[config.mk]
export PLATFORM = sky130hd
export DESIGN_NAME = multiplier_seq
export DESIGN_NICKNAME = d
export VERILOG_FILES = /design/src/rtl/multiplier_seq_pkg.sv /design/src/rtl/Adder1Bit.sv /design/src/rtl/adder_nbit.sv /design/src/rtl/multiplier_seq.sv
export SDC_FILE = /design/constraint.sdc
export NUM_CORES = 1
export LEC_CHECK = 0
export BUFFER_PORTS_ARGS = -buffer_cell sky130_fd_sc_hd__buf_4
export CAP_MARGIN = 10
export CORE_MARGIN = 2
export CORE_UTILIZATION = 51
export DETAILED_ROUTE_END_ITERATION = 8
export GPL_TIMING_DRIVEN = 0
export PLACE_DENSITY = 0.82
export SYNTH_ARGS = -nofsm -noshare
export SYNTH_HDL_FRONTEND = slang
export SYNTH_HIERARCHICAL = 1
export SYNTH_SLANG_ARGS = --single-unit
export TNS_END_PERCENT = 30
[constraint.sdc]
create_clock -name clk -period 2.25 [get_ports clk]
set_input_delay 0.675 -clock clk [delete_from_list [all_inputs] [get_ports clk]]
set_output_delay 0.675 -clock clk [all_outputs]
set_load 0.01 [all_outputs]
[src/rtl/multiplier_seq_pkg.sv]
// Shared definitions for the sequential shift-add multiplier: FSM state
// encoding and the default operand width.
package multiplier_seq_pkg;

  localparam int WIDTH_DEFAULT = 4;

  typedef enum logic [1:0] {
    IDLE = 2'd0,
    CALC = 2'd1,
    FIX  = 2'd2,
    DONE = 2'd3
  } state_e;

endpackage

[src/rtl/Adder1Bit.sv]
// Single-bit full adder cell used as the building block of the ripple adder.
module Adder1Bit (
  input  logic a,
  input  logic b,
  input  logic cin,
  output logic sum,
  output logic cout
);

  assign sum  = a ^ b ^ cin;
  assign cout = (a & b) | (a & cin) | (b & cin);

endmodule

[src/rtl/adder_nbit.sv]
// WIDTH-bit ripple-carry adder built from chained Adder1Bit cells; carry-in
// is tied to 0 and the final carry is exported.
module adder_nbit #(
  parameter int WIDTH = 4
) (
  input  logic [WIDTH-1:0] a,
  input  logic [WIDTH-1:0] b,
  output logic [WIDTH-1:0] sum,
  output logic             cout
);

  logic [WIDTH:0] carry;

  assign carry[0] = 1'b0;

  for (genvar i = 0; i < WIDTH; i++) begin : g_bit
    Adder1Bit u_fa (
      .a    (a[i]),
      .b    (b[i]),
      .cin  (carry[i]),
      .sum  (sum[i]),
      .cout (carry[i+1])
    );
  end

  assign cout = carry[WIDTH];

endmodule

[src/rtl/multiplier_seq.sv]
// Sequential radix-2 shift-add multiplier with valid/ready handshakes.
// Signed operands are multiplied as magnitudes and the sign is applied in FIX.
module multiplier_seq
  import multiplier_seq_pkg::*;
#(
  parameter int WIDTH = WIDTH_DEFAULT
) (
  input  logic               clk,
  input  logic               rst_n,
  input  logic [WIDTH-1:0]   m,
  input  logic [WIDTH-1:0]   q,
  input  logic               signed_mode,
  input  logic               in_valid,
  output logic               in_ready,
  output logic [2*WIDTH-1:0] p,
  output logic               out_valid,
  input  logic               out_ready
);

  localparam int CNT_W = (WIDTH > 1) ? $clog2(WIDTH) : 1;
  localparam int PW    = 2 * WIDTH;
  localparam logic [CNT_W-1:0] CNT_LAST = CNT_W'(WIDTH - 1);

  state_e           state_q, state_d;
  logic [WIDTH-1:0] mcand_q, mcand_d;
  logic [PW-1:0]    acc_q, acc_d;
  logic [CNT_W-1:0] cnt_q, cnt_d;
  logic             sign_q, sign_d;
  logic [PW-1:0]    p_q, p_d;
  logic             out_valid_q, out_valid_d;

  logic [WIDTH-1:0] add_sum;
  logic             add_cout;
  logic [PW:0]      acc_step;

  // Two's-complement magnitude; the most negative value maps to 2^(WIDTH-1).
  function automatic logic [WIDTH-1:0] magnitude(input logic [WIDTH-1:0] v,
                                                 input logic sm);
    return (sm && v[WIDTH-1]) ? (~v + WIDTH'(1)) : v;
  endfunction

  adder_nbit #(.WIDTH(WIDTH)) u_adder (
    .a    (acc_q[PW-1:WIDTH]),
    .b    (mcand_q),
    .sum  (add_sum),
    .cout (add_cout)
  );

  // Carry lands in bit 2*WIDTH before the right shift drops bit 0.
  assign acc_step = acc_q[0] ? {add_cout, add_sum, acc_q[WIDTH-1:0]}
                             : {1'b0, acc_q};

  always_comb begin
    state_d     = state_q;
    mcand_d     = mcand_q;
    acc_d       = acc_q;
    cnt_d       = cnt_q;
    sign_d      = sign_q;
    p_d         = p_q;
    out_valid_d = out_valid_q;

    unique case (state_q)
      IDLE: begin
        if (in_valid) begin
          mcand_d = magnitude(m, signed_mode);
          acc_d   = {{WIDTH{1'b0}}, magnitude(q, signed_mode)};
          sign_d  = signed_mode & (m[WIDTH-1] ^ q[WIDTH-1]);
          cnt_d   = '0;
          state_d = CALC;
        end
      end
      CALC: begin
        acc_d = acc_step[PW:1];
        if (cnt_q == CNT_LAST) begin
          cnt_d   = '0;
          state_d = FIX;
        end else begin
          cnt_d = cnt_q + CNT_W'(1);
        end
      end
      FIX: begin
        p_d         = sign_q ? (~acc_q + PW'(1)) : acc_q;
        out_valid_d = 1'b1;
        state_d     = DONE;
      end
      DONE: begin
        if (out_ready) begin
          out_valid_d = 1'b0;
          state_d     = IDLE;
        end
      end
      default: state_d = IDLE;
    endcase
  end

  always_ff @(posedge clk or negedge rst_n) begin
    if (!rst_n) begin
      state_q     <= IDLE;
      mcand_q     <= '0;
      acc_q       <= '0;
      cnt_q       <= '0;
      sign_q      <= 1'b0;
      p_q         <= '0;
      out_valid_q <= 1'b0;
    end else begin
      state_q     <= state_d;
      mcand_q     <= mcand_d;
      acc_q       <= acc_d;
      cnt_q       <= cnt_d;
      sign_q      <= sign_d;
      p_q         <= p_d;
      out_valid_q <= out_valid_d;
    end
  end

  assign in_ready  = (state_q == IDLE);
  assign p         = p_q;
  assign out_valid = out_valid_q;

endmodule

* Word level (Yosys, flattened, before mapping)
Index checks and enable logic that the tools add are counted.
** Storage, ports and cells
- Output and inout bits :: 10
- Input port bits :: 13
- Word-level logic and storage cells :: 70
- Register bits after elaboration :: 26
** Cells by class
- Reduce and logical (&&, ||, !) cells :: 9
- $add $sub $neg :: 4
- Equal/unequal tests :: 7
- Bitwise gates (word level) :: 28
- Multiplexer cells :: 15
** Operators with widths (number)
- two-way mux 8 bit :: 2
- one-hot mux 8 bit (2 select lines) :: 1
- AND 1 bit :: 11
- two-way mux 2 bit :: 5
- two-way mux 9 bit :: 1
- adder 4 x 1 -> 4 bit, second input constant :: 2
- adder 8 x 1 -> 8 bit, second input constant :: 1
- two-way mux 4 bit :: 2
- NOT 4 bit :: 2
- NOT 8 bit :: 1
- one-hot mux 2 bit (4 select lines) :: 1
- bitwise XOR 1 bit :: 8
- equality test 2 bit, second input constant :: 3
- inequality test 2 bit, second input constant :: 3
- bitwise OR 1 bit :: 6
- AND reduction 2 bit :: 3
- one-hot mux 2 bit (2 select lines) :: 1
- nonzero test 2 bit :: 2
- AND reduction 3 bit :: 1
- adder 2 x 1 -> 2 bit, second input constant :: 1
- equality test 2 x 1 -> 1 bit, second input constant :: 1
- logical AND 1 bit :: 2
- zero test 2 bit :: 1
- one-hot mux 1 bit (2 select lines) :: 1
- two-way mux 1 bit :: 1

* Logic depth before layout (Yosys ltp)
- Depth after elaboration :: 12
- Mapped depth :: 7
- Gate-level depth less buffers :: 6

* By module
Netlist, hierarchy kept.
** Modules (own cells, without submodules)
- multiplier_seq :: seq. area each 650.6 sq um, cells an instance 152, area an instance 1475.2 sq um, times used 1
- Adder1Bit :: seq. area each 0.0 sq um, cells an instance 1, area an instance 20.0 sq um, times used 4
- adder_nbit :: seq. area each 0.0 sq um, cells an instance 1, area an instance 3.8 sq um, times used 1

* Worst setup path after synthesis
No wires, ideal clock.
- Kind :: register to register
- Start point :: register acc_q[4]
- End point :: register acc_q[6]
- Clock period less this slack :: 2.362 ns
- Stages on the path, launching flop included :: 7
- Library setup time :: 0.123 ns
- Data required time :: 2.127 ns
- Slack :: -0.112 ns
- Data arrival time :: 2.239 ns
- Buffers on the path :: 0
- Cells stage by stage :: dfrtp_1 -> fa_1 -> fa_1 -> fa_1 -> fa_1 -> mux2i_1 -> o21ai_1
** Between the ends
- Longest elaborated chain between the ends :: 10
- Elaborated cells between the ends (all ways) :: 12
- Those cells by class :: mux: 2; bitwise: 10
** RTL lines
- start: declaration :: line multiplier_seq.sv:26 : logic [PW-1:0] acc_q, acc_d;
- start signal: assignment :: line multiplier_seq.sv:100 : acc_q <= '0;
- start signal: assignment :: line multiplier_seq.sv:108 : acc_q <= acc_d;
- AND 1 bit (*) :: line Adder1Bit.sv:11 : assign cout = (a & b) | (a & cin) | (b & cin);
- named net u_adder.carry[1] :: line adder_nbit.sv:12 : logic [WIDTH:0] carry;
- AND 1 bit :: line Adder1Bit.sv:11
- bitwise OR 1 bit :: line Adder1Bit.sv:11
- bitwise OR 1 bit (*) :: line Adder1Bit.sv:11
- named net u_adder.carry[2] :: line adder_nbit.sv:12
- AND 1 bit :: line Adder1Bit.sv:11
- bitwise OR 1 bit :: line Adder1Bit.sv:11
- bitwise OR 1 bit (*) :: line Adder1Bit.sv:11
- named net u_adder.carry[3] :: line adder_nbit.sv:12
- bitwise XOR 1 bit (*) :: line Adder1Bit.sv:10 : assign sum = a ^ b ^ cin;
- named net add_sum[3] :: line multiplier_seq.sv:32 : logic [WIDTH-1:0] add_sum;
- two-way mux 9 bit (*) :: line multiplier_seq.sv:50 : assign acc_step = acc_q[0] ? {add_cout, add_sum, acc_q[WIDTH-1:0]}
- one-hot mux 8 bit (2 select lines) (*) :: line multiplier_seq.sv:62 : unique case (state_q)
The timed path passes the listed nets; every way through them passes the cells marked *.
A chain may end at the register's enable or synchronous reset.

* Final worst setup path
Same ends and word-level chain as after synthesis.

==> results by group <==
Critical path
  – Critical Path AT: 2490 ps
  – Setup Crit Path Kind: flop to flop
  – Reg2reg path depth: 6
  – Critical path endpoint category: flop
  – Worst setup SP type: flop
  – Worst reg2reg setup slack: -20 ps
  – Crit-path max FO: 2
  – Critical path required time: 2470 ps

Timing
  – Final hold vios: 0
  – Tmin final: 2270 ps
  – Final worst slack: -22.0 ps
  – Fin crit share: 101%
  – Pins Over Slew Limit: 0
  – Setup total negative slack: -22.0 ps
  – Final Skew: 13.6 ps
  – Fmax achieved: 440 MHz
  – Setup-failing EPs final: 1
  – Unrepaired setup endpoints after global routing: true

Detailed routing
  – Iter 0 DRT Violations: 39
  – TritonRoute pass-1 iters: 4
  – DRC Markers: 0
  – Via/cell ratio: 5.55
  – DR WL/cell: 14.0 um
  – Vias: 1198
  – Final wirelength: 3030 um
  – DRT antenna net count: 0

Placed design
  – Placed Cells: 211
  – Port Buffers: 21
  – Detail Placement HPWL: 2340 um
  – Dpl cell area: 0.00177 mm^2
  – Placer congestion estimate: 0.787

Synth
  – Ys async rst share: 100%
  – Net count after synthesis: 182
  – Mapped Area: 0.00156 mm^2
  – Ys Warns: 6
  – Share of the synthesized area in the top cell type: 41.7%
  – Sequential-to-total area share from yosys stat: 41.7%
  – Yosys cell types: 40
  – EDFF count, synth: 0
  – Dominant cell type by area after synthesis: dfrtp_1
  – Synth top area cells: dfrtp_1 42%, ha_1 6.4%, fa_1 5.1%
  – Avg Inst Size Synth: 9.93 um^2
  – Cell count after synthesis: 157
  – Synth Register Bits: 26
  – Top FF cell, synth: dfrtp_1

Power and ir drop
  – Total power draw: 2.50 mW
  – Leakage power: 0.860 nW
  – Peak VDD IR: 0.000489 V
  – Power Density: 1370 mW/mm^2

Die
  – Initial Utilization: 52.4%
  – I/O pin count: 23
  – Core ar.: 0.00298 mm^2
  – Num rows: 20
  – Die Height: 59.3 um
  – DIE WIDTH: 59.3 um
  – Die Area: 0.00352 mm^2

Finish
  – Non-filler cells, final: 216
  – Layout cells sized above 1: 22.4%
  – Nets: 209
  – Fillcell total: 265
  – Post-route cell area: 0.00183 mm^2
  – Ant diodes: 0
  – End-of-flow core utilization: 61.3%
  – FF/Latch Area: 652 um^2
  – Area grow syn2layout: 17.2%
  – Multi-input gate area: 833 um^2

Status
  – Failing checks: negative setup slack
  – Outcome: finished, violations left

Global route
  – Vias in the first global route: 1171
  – Gr ovfl total: 0
  – Total global-route track usage: 19.9%
  – Pin count of the biggest net entering global routing: 27
  – First-pass GRT wire length: 5310 um
  – Antenna violations before repair: 0

Flow run
  – Max_cap viols: 0

Clocking
  – Clock latency at the later pin of the worst-skew pair: 330 ps
  – CTS tree: built
  – TritonCTS Sinks: 26
  – Clock-pin slew on the worst setup and hold paths: 160 ps
  – Cts hold-fix bufs: 0
  – CTS Buffer Depth: 2
  – Root Buffer: clkbuf_4
  – Inserted Clock Buffers: 3
  – H-tree levels: 1
  – Post-CTS setup buffer count: 1
  – Post-CTS resize count: 0

Min path
  – Worst hold path class: input pin to asynchronous set/reset pin
[routing by layer]
| metal | track usage, % | vias to the layer above | wire length (um) |
|---|---|---|---|
| li1 | - | 599 | - |
| met2 | 35.0 | 35 | 1530 |
| met4 | 3.90 | 0 | 31 |
| met3 | 3.28 | 4 | 113 |
| met5 | 0 | - | 0 |
| met1 | 25.7 | 560 | 1360 |
[placed cells by master, fill, tap and decap left out, drive strengths merged, types with 2 or more instances in the layout]
cell      n
buf      27
dfrtp    26
nand2    20
inv      13
o21ai    13
nor2     10
mux2i     9
ha        8
o31ai     4
clkbuf    4
fa        4
nand4     3
nor2b     3
a31oi     3
nand3     3
a21oi     3
nand3b    3
xor2      3
mux2      3
a2111o    2
or3       2
nand2b    2
a2bb2oi   2
[cell usage after synthesis, types with 2 or more instances]
cell / n
buf_4: 2
ha_1: 8
nor2b_1: 3
a2111o_1: 2
inv_1: 12
o21ai_1: 6
nand2_1: 20
fa_1: 4
a21oi_1: 3
buf_2: 3
nand3_1: 3
o21ai_0: 7
nand4_1: 3
a31oi_1: 3
or3_1: 2
a2bb2oi_1: 2
nand3b_1: 3
o31ai_1: 4
dfrtp_1: 26
nand2b_1: 2
mux2i_1: 8
mux2_1: 2
nor2_1: 10
xor2_1: 3
[sequential cells by signal, summed over array words and instances, names as in the netlist]
signal and flops:
acc_q 8, out_valid 1, cnt_q 2, sign_q 1
state_q 2, p 8, mcand_q 4
[path summary, 6_finish.rpt]
kind / start / endpoint
setup / recovery: acc_q[4]$_DFFE_PN0P_ / acc_q[6]$_DFFE_PN0P_
hold / removal: rst_n / p[0]$_DFFE_PN0P_
setup reg to reg: acc_q[4]$_DFFE_PN0P_ / acc_q[6]$_DFFE_PN0P_
hold reg to reg: cnt_q[0]$_DFFE_PN0P_ / cnt_q[0]$_DFFE_PN0P_
max in group asynchronous: rst_n / acc_q[4]$_DFFE_PN0P_
min in group clk: cnt_q[0]$_DFFE_PN0P_ / cnt_q[0]$_DFFE_PN0P_
[through the flow]
| stage | hold slack [ps] | setup slack (ps) |
|---|---|---|
| detailed placement | 488 | -61.6 |
| floorplan | 379 | 22.3 |
| global route | 234 | -123 |
| global placement | 479 | -28.7 |
| CTS | 233 | -24.4 |
| finish | 211 | -22.0 |
[area by class of cell]
class	instances	area share (%)
Clock inverter	1	1.64
Tap cell	33	2.26
Inverter	13	2.67
Timing Repair Buffer	22	9.04
Buffer	6	1.85
Clock buffer	3	1.23
Multi-Input combinational cell	112	45.6
Sequential cell	26	35.7
[cells by family after synthesis]
logic type               share of synthesized area [%]
buffers and inverters                             5.30
XOR/XNOR                                          2.25
AO/OA/AOI/OAI                                     14.7
flip-flops                                        41.7
multiplexers                                      8.75
adder cells (fa/ha/maj)                           11.6
AND/OR/NAND/NOR                                   15.5
other                                            0.241
[where the power goes]
| group | switching, mW | internal [mW] |
|---|---|---|
| Combinational | 0.676 | 0.604 |
| Sequential | 0.209 | 0.681 |
| Clock | 0.148 | 0.180 |
[worst max-delay path, stage by stage (launching register included)]
cell     delay (ps)
dfrtp_2         450
fa_2            390
fa_2            350
fa_2            350
fa_1            430
mux2i_1         140
o21ai_1          70
Power figures use the tool's default switching activity.
